## src/rtl/traffic_phase_controller_if.sv

```systemverilog
// traffic_phase_controller_if: timebase/sensor inputs and light outputs of the phase controller.
// Optional PED_WALK_EN adds ped_req/walk.
interface traffic_phase_controller_if #(parameter int N = 4);
  localparam int IDX_W = N > 2 ? $clog2(N) : 1;
  logic tick, manual, step;
  logic [N-1:0] req;
  logic [3*N-1:0] cw_lights;
  logic [IDX_W-1:0] active_idx;
  logic [1:0] phase;
`ifdef PED_WALK_EN
  logic [N-1:0] ped_req, walk;
  modport master(output tick, manual, step, req, ped_req, input cw_lights, active_idx, phase, walk);
  modport slave(input tick, manual, step, req, ped_req, output cw_lights, active_idx, phase, walk);
`else
  modport master(output tick, manual, step, req, input cw_lights, active_idx, phase);
  modport slave(input tick, manual, step, req, output cw_lights, active_idx, phase);
`endif
endinterface

```

## src/rtl/traffic_phase_controller.sv

```systemverilog
// traffic_phase_controller: multi-approach light sequencer with demand round-robin, green extension and manual step.
// Optional PED_WALK_EN latches pedestrian requests and drives walk during the matching green.
module traffic_phase_controller #(
  parameter int NUM_APPROACHES = 4,
  parameter int CNT_W = 8,
  parameter int GREEN_TICKS = 20,
  parameter int YELLOW_TICKS = 4,
  parameter int ALLRED_TICKS = 2
) (
  input logic clk,
  input logic reset,
  traffic_phase_controller_if.slave bus
);
  localparam int N = NUM_APPROACHES;
  localparam int IDX_W = N > 2 ? $clog2(N) : 1;
  localparam logic [CNT_W-1:0] G_T = CNT_W'(GREEN_TICKS - 1);
  localparam logic [CNT_W-1:0] Y_T = CNT_W'(YELLOW_TICKS - 1);
  localparam logic [CNT_W-1:0] A_T = CNT_W'(ALLRED_TICKS - 1);
  typedef enum logic [1:0] {RST, ALL_RED, GREEN, YELLOW} phase_e;
  phase_e state_q, state_d;
  logic [IDX_W-1:0] idx_q, idx_d, nxt_idx;
  logic [CNT_W-1:0] timer_q, timer_d;
  logic [N-1:0] demand, sel;
  logic expire, extend, adv;
  assign sel = N'(1) << idx_q;
  assign expire = bus.tick && timer_q == '0;
  assign adv = bus.manual ? bus.step : expire;
`ifdef PED_WALK_EN
  logic [N-1:0] ped_q, ped_d;
  assign demand = bus.req | ped_q;
  assign extend = bus.req[idx_q] && (bus.req & ~sel) == '0 && ped_q == '0;
  assign ped_d = (ped_q | bus.ped_req) & ~((state_q == GREEN && state_d == YELLOW) ? sel : '0);
  assign bus.walk = state_q == GREEN ? ped_q & sel : '0;
  always_ff @(posedge clk)
    ped_q <= reset ? '0 : ped_d;
`else
  assign demand = bus.req;
  assign extend = bus.req[idx_q] && (bus.req & ~sel) == '0;
`endif
  // Scan farthest to nearest so the closest requester after idx_q wins; self is the last resort.
  always_comb begin
    nxt_idx = IDX_W'((int'(idx_q) + 1) % N);
    for (int i = N; i >= 1; i--)
      if (demand[(int'(idx_q) + i) % N]) nxt_idx = IDX_W'((int'(idx_q) + i) % N);
  end
  always_comb begin
    state_d = state_q;
    idx_d = idx_q;
    timer_d = (bus.tick && timer_q != '0) ? timer_q - CNT_W'(1) : timer_q;
    case (state_q)
      RST: begin
        state_d = ALL_RED;
        timer_d = A_T;
      end
      ALL_RED: if (adv) begin
        state_d = GREEN;
        idx_d = nxt_idx;
        timer_d = G_T;
      end
      GREEN: if (adv && !bus.manual && extend) timer_d = G_T;
        else if (adv) begin
          state_d = YELLOW;
          timer_d = Y_T;
        end
      YELLOW: if (adv) begin
        state_d = ALL_RED;
        timer_d = A_T;
      end
    endcase
  end
  always_ff @(posedge clk)
    if (reset) begin
      state_q <= RST;
      idx_q <= IDX_W'(N - 1);
      timer_q <= '0;
    end else begin
      state_q <= state_d;
      idx_q <= idx_d;
      timer_q <= timer_d;
    end
  always_comb begin
    bus.cw_lights = '0;
    for (int k = 0; k < N; k++)
      bus.cw_lights[3*k +: 3] = state_q == RST ? 3'b000 :
                                (state_q == ALL_RED || k != int'(idx_q)) ? 3'b100 :
                                state_q == GREEN ? 3'b010 : 3'b001;
  end
  assign bus.phase = state_q;
  assign bus.active_idx = idx_q;
endmodule

```

## src/flat_wrapper.sv

```systemverilog
// flat-port wrapper written by rule: the top's interface ports become plain ports
module traffic_phase_controller_flat 
#(
  parameter int NUM_APPROACHES = 4,
  parameter int CNT_W = 8,
  parameter int GREEN_TICKS = 20,
  parameter int YELLOW_TICKS = 4,
  parameter int ALLRED_TICKS = 2
)
  (clk, reset, bus_tick, bus_manual, bus_step, bus_req, bus_cw_lights, bus_active_idx, bus_phase);
  traffic_phase_controller_if #(.N(4)) bus_i ();
  input logic clk;
  input logic reset;
  input wire logic [$bits(bus_i.tick)-1:0] bus_tick;
  input wire logic [$bits(bus_i.manual)-1:0] bus_manual;
  input wire logic [$bits(bus_i.step)-1:0] bus_step;
  input wire logic [$bits(bus_i.req)-1:0] bus_req;
  output wire logic [$bits(bus_i.cw_lights)-1:0] bus_cw_lights;
  output wire logic [$bits(bus_i.active_idx)-1:0] bus_active_idx;
  output wire logic [$bits(bus_i.phase)-1:0] bus_phase;
  assign bus_i.tick = bus_tick;
  assign bus_i.manual = bus_manual;
  assign bus_i.step = bus_step;
  assign bus_i.req = bus_req;
  assign bus_cw_lights = bus_i.cw_lights;
  assign bus_active_idx = bus_i.active_idx;
  assign bus_phase = bus_i.phase;
  traffic_phase_controller #(.NUM_APPROACHES(NUM_APPROACHES), .CNT_W(CNT_W), .GREEN_TICKS(GREEN_TICKS), .YELLOW_TICKS(YELLOW_TICKS), .ALLRED_TICKS(ALLRED_TICKS)) u_core (.clk(clk), .reset(reset), .bus(bus_i));
endmodule
```

## config.mk

```make
export PLATFORM = sky130hd
export DESIGN_NAME = traffic_phase_controller_flat
export DESIGN_NICKNAME = d
export VERILOG_FILES = /design/src/rtl/traffic_phase_controller_if.sv /design/src/rtl/traffic_phase_controller.sv /design/src/flat_wrapper.sv
export SDC_FILE = /design/constraint.sdc
export NUM_CORES = 1
export LEC_CHECK = 0
export CORE_UTILIZATION = 45
export CTS_CLUSTER_DIAMETER = 150
export DETAILED_ROUTE_END_ITERATION = 10
export PLACE_DENSITY = 0.84
export SYNTH_ARGS = -nofsm -noshare
export SYNTH_HDL_FRONTEND = slang
export SYNTH_SLANG_ARGS = --single-unit
export TNS_END_PERCENT = 1
```

## constraint.sdc

```tcl
create_clock -name clk -period 2.4 [get_ports clk]
set_input_delay 0.72 -clock clk [delete_from_list [all_inputs] [get_ports clk]]
set_output_delay 0.72 -clock clk [all_outputs]
set_load 0.02 [all_outputs]
```

# Word-level counts from Yosys, hierarchy flattened
# Cells that the tools add are included.
dict set report classes {
  n_addsub 5
  magnitude_cmp 5
  eq_ne 10
  shift 1
  mux 39
  n_bitwise 6
  n_reduce_logical 21
}
# operator n
set op_table {}
lappend op_table {{8-bit two-way mux} 5}
lappend op_table {{8-bit case mux with 4 select lines} 1}
lappend op_table {{3-bit two-way mux} 8}
lappend op_table {{2-bit two-way mux} 9}
lappend op_table {{3-bit by 4-bit less-than comparator with 1-bit output, second input constant} 4}
lappend op_table {{1-bit binary-select mux with 2-bit select} 5}
lappend op_table {{1-bit two-way mux} 10}
lappend op_table {{8-bit zero test} 1}
lappend op_table {{2-bit case mux with 4 select lines} 1}
lappend op_table {{8-bit nonzero test} 1}
lappend op_table {{2-bit OR reduction} 4}
lappend op_table {{8-bit by 1-bit subtractor with 8-bit output, second input constant} 1}
lappend op_table {{2-bit by 1-bit inequality test with 1-bit output, second input constant} 3}
lappend op_table {{1-bit logical AND} 5}
lappend op_table {{2-bit by 1-bit adder with 2-bit output, second input constant} 2}
lappend op_table {{2-bit adder, second input constant} 2}
lappend op_table {{1-bit AND, first input constant} 4}
lappend op_table {{4-bit AND} 1}
lappend op_table {{2-bit == test, second input constant} 2}
lappend op_table {{4-bit zero test} 1}
lappend op_table {{1-bit logical OR} 4}
lappend op_table {{2-bit inequality test, first input constant} 2}
lappend op_table {{4-bit inverter} 1}
lappend op_table {{4-bit AND reduction} 1}
lappend op_table {{9 further kinds} 9}
dict set report word_totals {
  reg_bits 12
  input_bits 9
  output_inout_bits 16
  elab_cells 90
}

# Logic depth before layout (Yosys ltp)
# Gate-level depths: netlist of the first run.
dict set report logic_depth {
  ltp_word 10
  mapped_depth 8
  mapped_depth_nobuf 7
}

# Least setup slack after synthesis of the first run
# No wires, ideal clock.
dict set report synth_path {
  path_kind {reg-to-output}
  start {reg u_core.state_q[1] (netlist: u_core.bus.phase[1])}
  end {out bus_cw_lights[0]}
  arrival_time_ps 1526
  required_ps 1680
  setup_slack_ps 154
  stages_incl_launch_ff 6
  path_buffers 0
  cell_sequence {dfxtp_1 -> inv_1 -> ha_1 -> inv_1 -> nand2_1 -> nor3_1}
}
dict set report synth_via {
  elab_chain_len 4
  word_cells_on_any_way 7
  classes_between {eq/ne (2); mux (3); reduce/logical (2)}
}
# element line
set synth_lines {}
lappend synth_lines {{start, declared} traffic_phase_controller.sv:20} ;# phase_e state_q, state_d;
lappend synth_lines {{start signal, assigned} traffic_phase_controller.sv:77} ;# state_q <= state_d;
lappend synth_lines {{2-bit == test or 2-bit by 1-bit == test with 1-bit output (tied branches)} {traffic_phase_controller.sv:86, traffic_phase_controller.sv:85}}
lappend synth_lines {{2-bit two-way mux or 1-bit logical OR (tied branches)} {traffic_phase_controller.sv:86, traffic_phase_controller.sv:85}}
lappend synth_lines {{3-bit two-way mux} traffic_phase_controller.sv:85} ;# (state_q == ALL_RED || k != int'(idx_q)) ? 3'b100 :
lappend synth_lines {{3-bit two-way mux (*)} traffic_phase_controller.sv:84} ;# bus.cw_lights[3*k +: 3] = state_q == RST ? 3'b000 :
lappend synth_lines {{end, declared} flat_wrapper.sv:18} ;# output wire logic [$bits(bus_i.cw_lights)-1:0] bus_cw_lights;
# Mark *: on every way between the ends. The rest lies on a longest branch, timed or not.

# Worst setup path after layout of the first run
# Same ends and word-level chain as after synthesis.

==> results.py, run 1 <==
metrics = {
    "timing": {
        "max_freq_mhz": 422,
        "period_share_pct": 98.8,
        "finClkSkew_ns": 0.00205,
        "max_slew_margin_pct": 59.6,
        "period_minus_slack_ns": 2.37,
        "setup_viol": 0,
        "hold_slack_ns": 0.541,
        "worst_pin_slew_ns": 0.600,
        "finalHoldViolCount": 0,
        "slew_viol_final": 0,
        "rsz0062_at_grt": "true",
    },
    "synth": {
        "synth_most_common_cell": "nor2_1",
        "synth.lib_cells_used.distinct": 39,
        "synth_edf_count": 0,
        "synthTopCellsByArea": "dfxtp_1 (23%), ha_1 (12%), nor2_1 (6.4%), nor3_1 (5.2%), inv_1 (4.6%)",
        "synth_top_area_share_pct": 22.7,
        "synth_commonest_cells": "nor2_1 (18), inv_1 (13), dfxtp_1 (12)",
        "synthCells": 136,
        "yosysWarnings": 0,
        "synthArstFlopShare_pct": 0,
        "synth_area_leader_cell": "dfxtp_1",
        "synth_seq_area_share_pct": 22.7,
        "syn_area_mm2": 0.00106,
        "ys.flop_type": "dfxtp_1",
        "ys_ff_latch": 12,
        "synth_fp_nets": 155,
        "avgSynthCellArea_um2": 7.79,
    },
    "placement": {
        "place_hpwl_um": 2130,
        "place_area_mm2": 0.00145,
        "place.gp.congestion": 0.814,
        "port_buffers": 24,
    },
    "global_routing": {
        "grt_antenna_before_repair": 0,
        "grt_use_total_pct": 23.2,
        "grt.overflow.total": 0,
        "grt_pass1_vias": 1086,
        "grt_max_degree": 12,
        "grt_pass1_wl_um": 4490,
    },
    "critical_path": {
        "arrival_ns": 1.65,
        "critPathMaxStageDelay_ns": 0.36,
        "critPathKind": "flip-flop to primary output",
        "cp_slowest_cell": "dfxtp_1",
        "reg2reg_to": "u_core.bus.phase[0]$_SDFFE_PP0P_",
        "required_ns": 1.68,
        "cpLargestDelayFamily": "buffers and inverters",
        "crit_fanout": 5,
        "worstSetupEndpointType": "primary output",
        "cp.buffers_inverters": 3,
        "rrSetupSlack_ns": 0.22,
        "worstRegToRegCells": 7,
        "worstSetupStartpointType": "flip-flop",
        "cp_cell_sequence": "inv_1, ha_1, inv_1, nand2_1, nor3_1, clkdlybuf4s15_1",
        "r2r-start": "u_core.timer_q[0]$_SDFF_PP0_",
        "cp_common_cell": "inv_1",
    },
    "outcome": {
        "status": "complete, no violations",
    },
    "cts": {
        "clock-sinks": 12,
        "cts_buffers": 3,
        "cts_tree": "yes",
        "path_clk_slew_ns": 0.07,
        "clock_latency_ns": 0.28,
        "ctsHoldBuffers": 0,
        "h-tree-depth": 1,
        "clock_path_buffers": 2,
        "clockRootBuffer": "clkbuf_4",
    },
    "die": {
        "dieArea_mm2": 0.00255,
        "core_mm2": 0.00221,
        "io_pins": 25,
        "start_util_pct": 47.9,
        "die_height_um": 50.5,
        "rows": 17,
        "die_x_um": 50.5,
    },
    "drt": {
        "drc": 0,
        "routed_wl_um": 2600,
        "wl_met3_um": 100,
        "drtIter0Drc": 35,
        "top_layer_used": "met4",
        "final_antenna_net_count": 0,
        "drt-pass1-iter-count": 4,
        "dr_wl_met2_um": 1320,
        "vias_per_cell": 5.41,
        "met1_length_um": 1170,
        "wire_per_inst_um": 12.6,
        "vias": 1114,
    },
    "finish": {
        "stdcell_area_mm2": 0.00144,
        "nets": 198,
        "drive_gt1_share_pct": 23.6,
        "multi_input_area_um2": 758,
        "synthToLayoutAreaGrowth_pct": 36.1,
        "antenna_cells": 0,
        "ff_latch_area_um2": 240,
        "nFillCells": 196,
    },
    "worst_hold_path": {
        "hold_end": "u_core.timer_q[7]$_SDFF_PP0_",
        "min_delay_path_depth": 2,
        "hp-class": "flip-flop to flip-flop",
        "min_from": "u_core.timer_q[7]$_SDFF_PP0_",
    },
    "pwr": {
        "pwr-share-comb_pct": 70.3,
        "power.share.sequential_pct": 18.8,
        "powerDensity_mw_per_mm2": 1030,
        "power_switching_w": 0.000682,
        "power_leakage_nw": 0.656,
        "ir_worst_vdd_mv": 0.709,
        "pwr-share-clk_pct": 11.0,
        "switching_share_pct": 45.9,
        "p_int_w": 0.000803,
    },
    "run": {
        "maxCapViolations": 0,
    },
}
-- state kept, by name (all words and copies together) (netlist names) --
signal	flops
u_core.bus.active_idx	2
u_core.timer_q	8
u_core.bus.phase	2
-- layer usage --
| layer | up-vias | track usage (%) |
|---|---|---|
| li1 | 563 | - |
| met1 | 526 | 27.0 |
| met2 | 23 | 41.6 |
| met3 | 2 | 7.27 |
| met4 | 0 | 4.17 |
| met5 | - | 0 |
-- what timing repair did --
item | in CTS | in global routing
setup endpoints to repair | 12 | 12
setup buffers | 0 | 0
resized for setup | 15 | 21
-- power groups by stage --
stage | clock network, W | logic, W | registers [W]
floorplan | 0 | 0.000620 | 0.000317
global placement | 0 | 0.00106 | 0.000281
detailed placement | 0 | 0.00109 | 0.000282
CTS | 0.000170 | 0.00105 | 0.000277
global route | 0.000182 | 0.00114 | 0.000283
finish | 0.000163 | 0.00104 | 0.000278
-- tightest hold or removal path, stage by stage (launching register included) --
cell and delay [ns]:
dfxtp_1 0.35, xnor2_1 0.08, nor2_1 0.08
-- worst max-delay path by stage --
| stage | startpoint | end | slack (ns) | cells past startpoint |
|---|---|---|---|---|
| after floorplan | u_core.bus.phase[1]$_SDFFE_PP0P_ | bus_cw_lights[0] | 0.15 | 5 |
| after global placement | bus_tick | u_core.timer_q[4]$_SDFF_PP0_ | -0.11 | 5 |
| after detailed placement | bus_tick | u_core.bus.phase[0]$_SDFFE_PP0P_ | -0.18 | 7 |
| after CTS | u_core.bus.phase[1]$_SDFFE_PP0P_ | bus_cw_lights[0] | 0.002 | 6 |
| after global routing | u_core.bus.phase[1]$_SDFFE_PP0P_ | bus_cw_lights[9] | -0.11 | 6 |
| final | u_core.bus.phase[1]$_SDFFE_PP0P_ | bus_cw_lights[0] | 0.03 | 6 |
-- area by class of cell --
cell class	count	area share, %
clock buffers	4	2.52
inverters	13	3.38
multi-input cells	108	52.6
flip-flops and latches	12	16.7
well taps	28	2.43
repair buffers	41	22.5
-- cell usage in the layout, fill, tap and decap left out, drive strengths merged, types with 2 or more instances in the layout --
master / synthesis / layout
a21oi: 9 / 9
clkbuf: 2 / 13
or3b: 3 / 3
mux2: 2 / 2
xnor2: 4 / 4
dfxtp: 12 / 12
mux2i: 3 / 3
nand2: 8 / 8
clkdlybuf4s15: 0 / 3
buf: 1 / 17
o21ai: 9 / 9
or3: 2 / 2
a211oi: 2 / 2
and3b: 2 / 2
nor3: 11 / 11
ha: 10 / 10
nor3b: 3 / 3
nand2b: 3 / 3
clkdlybuf4s50: 0 / 12
inv: 13 / 13
nor2: 19 / 19
o211ai: 2 / 2
-- through the flow --
step                TNS [ns]  std cells  total power [W]  utilization, %  worst slack (ns)
global placement      -0.334        202          0.00134            65.6            -0.108
CTS                        0        206          0.00150            66.7           0.00165
global route          -0.328        206          0.00161            65.2            -0.113
detailed placement    -0.603        202          0.00137            65.6            -0.182
floorplan                  0        136         0.000936               -             0.154
finish                     0        206          0.00148            65.2            0.0291
-- logic make-up (layout without fill, tap and decap cells) --
| logic type | Yosys count | after routing | synth area share (%) |
|---|---|---|---|
| xor+xnor | 5 | 5 | 4.13 |
| mux | 5 | 5 | 4.96 |
| buf+inv | 16 | 58 | 5.79 |
| fa+ha+maj | 10 | 10 | 11.8 |
| compound gates | 30 | 30 | 19.5 |
| simple gates | 58 | 58 | 31.2 |
| flops | 12 | 12 | 22.7 |
Power figures use the tool's default switching activity.
==> run 2, diff against run 1 <==
--- a/config.mk
+++ b/config.mk
@@ -9,6 +9,8 @@
 export CTS_CLUSTER_DIAMETER = 150
 export DETAILED_ROUTE_END_ITERATION = 10
 export PLACE_DENSITY = 0.84
+export SETUP_SLACK_MARGIN = 0.5
+export SLEW_MARGIN = 20
 export SYNTH_ARGS = -nofsm -noshare
 export SYNTH_HDL_FRONTEND = slang
 export SYNTH_SLANG_ARGS = --single-unit
==> constraint.sdc (replaced) <==
create_clock -name clk -period 2.8 [get_ports clk]
set_input_delay 0.84 -clock clk [delete_from_list [all_inputs] [get_ports clk]]
set_output_delay 0.84 -clock clk [all_outputs]
set_load 0.02 [all_outputs]
==> run 2 against run 1 <==
Compared with the run above: sequential power shrank 3%; power shrank 10%; first-iteration DRC count shrank 43%; sequential cell count did not move; die area is the same; critical path type unchanged.
==> results.py, run 2 (same netlist as run 1, synthesis figures left out) <==
metrics = {
    "worst_hold_path": {
        "hp-class": "flip-flop to flip-flop",
    },
    "die": {
        "rows": 17,
        "io_pins": 25,
        "core_mm2": 0.00221,
        "start_util_pct": 47.9,
        "die_height_um": 50.5,
        "die_x_um": 50.5,
        "dieArea_mm2": 0.00255,
    },
    "cts": {
        "ctsHoldBuffers": 0,
        "h-tree-depth": 1,
        "clock_path_buffers": 2,
        "cts_tree": "yes",
        "clock-sinks": 12,
        "clock_latency_ns": 0.27,
        "clockRootBuffer": "clkbuf_4",
        "cts_buffers": 3,
        "path_clk_slew_ns": 0.07,
    },
    "finish": {
        "final_common_cell": "nor2_1",
        "multi_input_area_um2": 828,
        "nFillCells": 192,
        "synthToLayoutAreaGrowth_pct": 37.7,
        "regMostFlops": "u_core.timer_q",
        "final_cell_mix": "nor2_1 (18), inv_1 (11), clkdlybuf4s50_1 (11), buf_4 (10), a21oi_1 (9)",
        "largest_register_ff_count": 8,
        "final_cells": 196,
        "ff_latch_area_um2": 253,
        "antenna_cells": 0,
        "nets": 188,
        "drive_gt1_share_pct": 29.8,
    },
    "drt": {
        "vias_per_cell": 5.48,
        "drtIter0Drc": 20,
        "routed_wl_um": 2700,
        "wire_per_inst_um": 13.8,
        "drc": 0,
        "vias": 1075,
        "drt-pass1-iter-count": 6,
        "final_antenna_net_count": 0,
    },
    "pwr": {
        "power.total_w": 0.00134,
        "power_leakage_nw": 0.630,
        "powerDensity_mw_per_mm2": 915,
        "ir_worst_vdd_mv": 0.537,
    },
    "timing": {
        "finalHoldViolCount": 0,
        "slew_viol_final": 0,
        "rsz0062_at_grt": "true",
        "setup_viol": 0,
        "period_minus_slack_ns": 2.36,
        "tns_ns": 0,
        "worst_pin_slew_ns": 0.447,
        "max_freq_mhz": 424,
        "finClkSkew_ns": 0.000537,
        "period_share_pct": 84.3,
        "hold_slack_ns": 0.528,
        "max_slew_margin_pct": 70.0,
    },
    "global_routing": {
        "grt_antenna_before_repair": 0,
        "grt_pass1_vias": 896,
        "grt_max_degree": 11,
        "grt-busiest-layer": "met2",
        "grt.overflow.total": 0,
        "grt_use_total_pct": 20.2,
        "grt_pass1_wl_um": 4000,
        "use_met2_pct": 34.7,
        "grt.met3_usage_pct": 4.55,
        "met1_usage_pct": 25.7,
    },
    "critical_path": {
        "required_ns": 1.96,
        "arrival_ns": 1.52,
        "worstSetupStartpointType": "flip-flop",
        "crit_fanout": 6,
        "critPathKind": "flip-flop to primary output",
        "rrSetupSlack_ns": 0.52,
        "worstSetupEndpointType": "primary output",
    },
    "outcome": {
        "status": "complete, no violations",
    },
    "placement": {
        "place.gp.congestion": 0.916,
        "place_inst": 186,
        "place_hpwl_um": 1930,
        "port_buffers": 24,
    },
    "run": {
        "maxCapViolations": 0,
    },
}
## run 2: cell types whose count changed in the layout (fill, tap and decap cells not counted), sizes merged
| cell | before | now |
|---|---|---|
| clkbuf | 13 | 4 |
| clkdlybuf4s15 | 3 | 2 |
| dlygate4sd2 | 0 | 1 |
| clkdlybuf4s50 | 12 | 11 |
| clkinvlp | 0 | 1 |
| inv | 13 | 12 |
## run 2: metrics by stage
stage / instance area, um^2 / setup WS, ns / util [%]
floorplan: 1060 / 0.434 / -
global placement: 1340 / 0.110 / 60.4
detailed placement: 1340 / 0.0924 / 60.4
CTS: 1400 / 0.393 / 63.1
global route: 1460 / 0.337 / 66.0
finish: 1460 / 0.440 / 66.0
## run 2: final timing paths
| path | start | end | cells after the start |
|---|---|---|---|
| worst max-delay path | u_core.bus.phase[1]$_SDFFE_PP0P_ | bus_cw_lights[10] | 6 |
| worst min-delay path | u_core.timer_q[7]$_SDFF_PP0_ | u_core.timer_q[7]$_SDFF_PP0_ | 2 |
| worst max register to register | u_core.timer_q[0]$_SDFF_PP0_ | u_core.bus.phase[0]$_SDFFE_PP0P_ | 7 |
| worst min register to register | u_core.timer_q[7]$_SDFF_PP0_ | u_core.timer_q[7]$_SDFF_PP0_ | 2 |
## run 2: worst max-delay path: stages, from the launching register on
cell,delay [ns]
dfxtp_4,0.38
clkinvlp_4,0.14
ha_4,0.22
inv_1,0.09
nand2_1,0.11
nor2_1,0.13
buf_2,0.17
## run 2: layout make-up
| type | count | area share (%) |
|---|---|---|
| multi-input cells | 108 | 56.8 |
| flip-flops and latches | 12 | 17.3 |
| repair buffers | 31 | 17.2 |
| inverters | 13 | 3.77 |
| clock buffers | 4 | 2.49 |
| well taps | 28 | 2.40 |
## run 2: timing repair
action / 4_1_cts / 5_1_grt
resized for setup: 55 / 24
pin swaps: 1 / 5
setup buffers: 0 / 6
endpoints found under the setup margin: 16 / 17
## run 2: routing by layer
layer,routed length [um],share of wire [%]
met4,20,0.74
met1,1220,45
met5,0,0
met2,1400,52
met3,57,2.1
## run 2: where the power goes
group          internal, W  switching [W]
clock network    0.0000791      0.0000575
logic             0.000406       0.000522
registers         0.000218      0.0000526
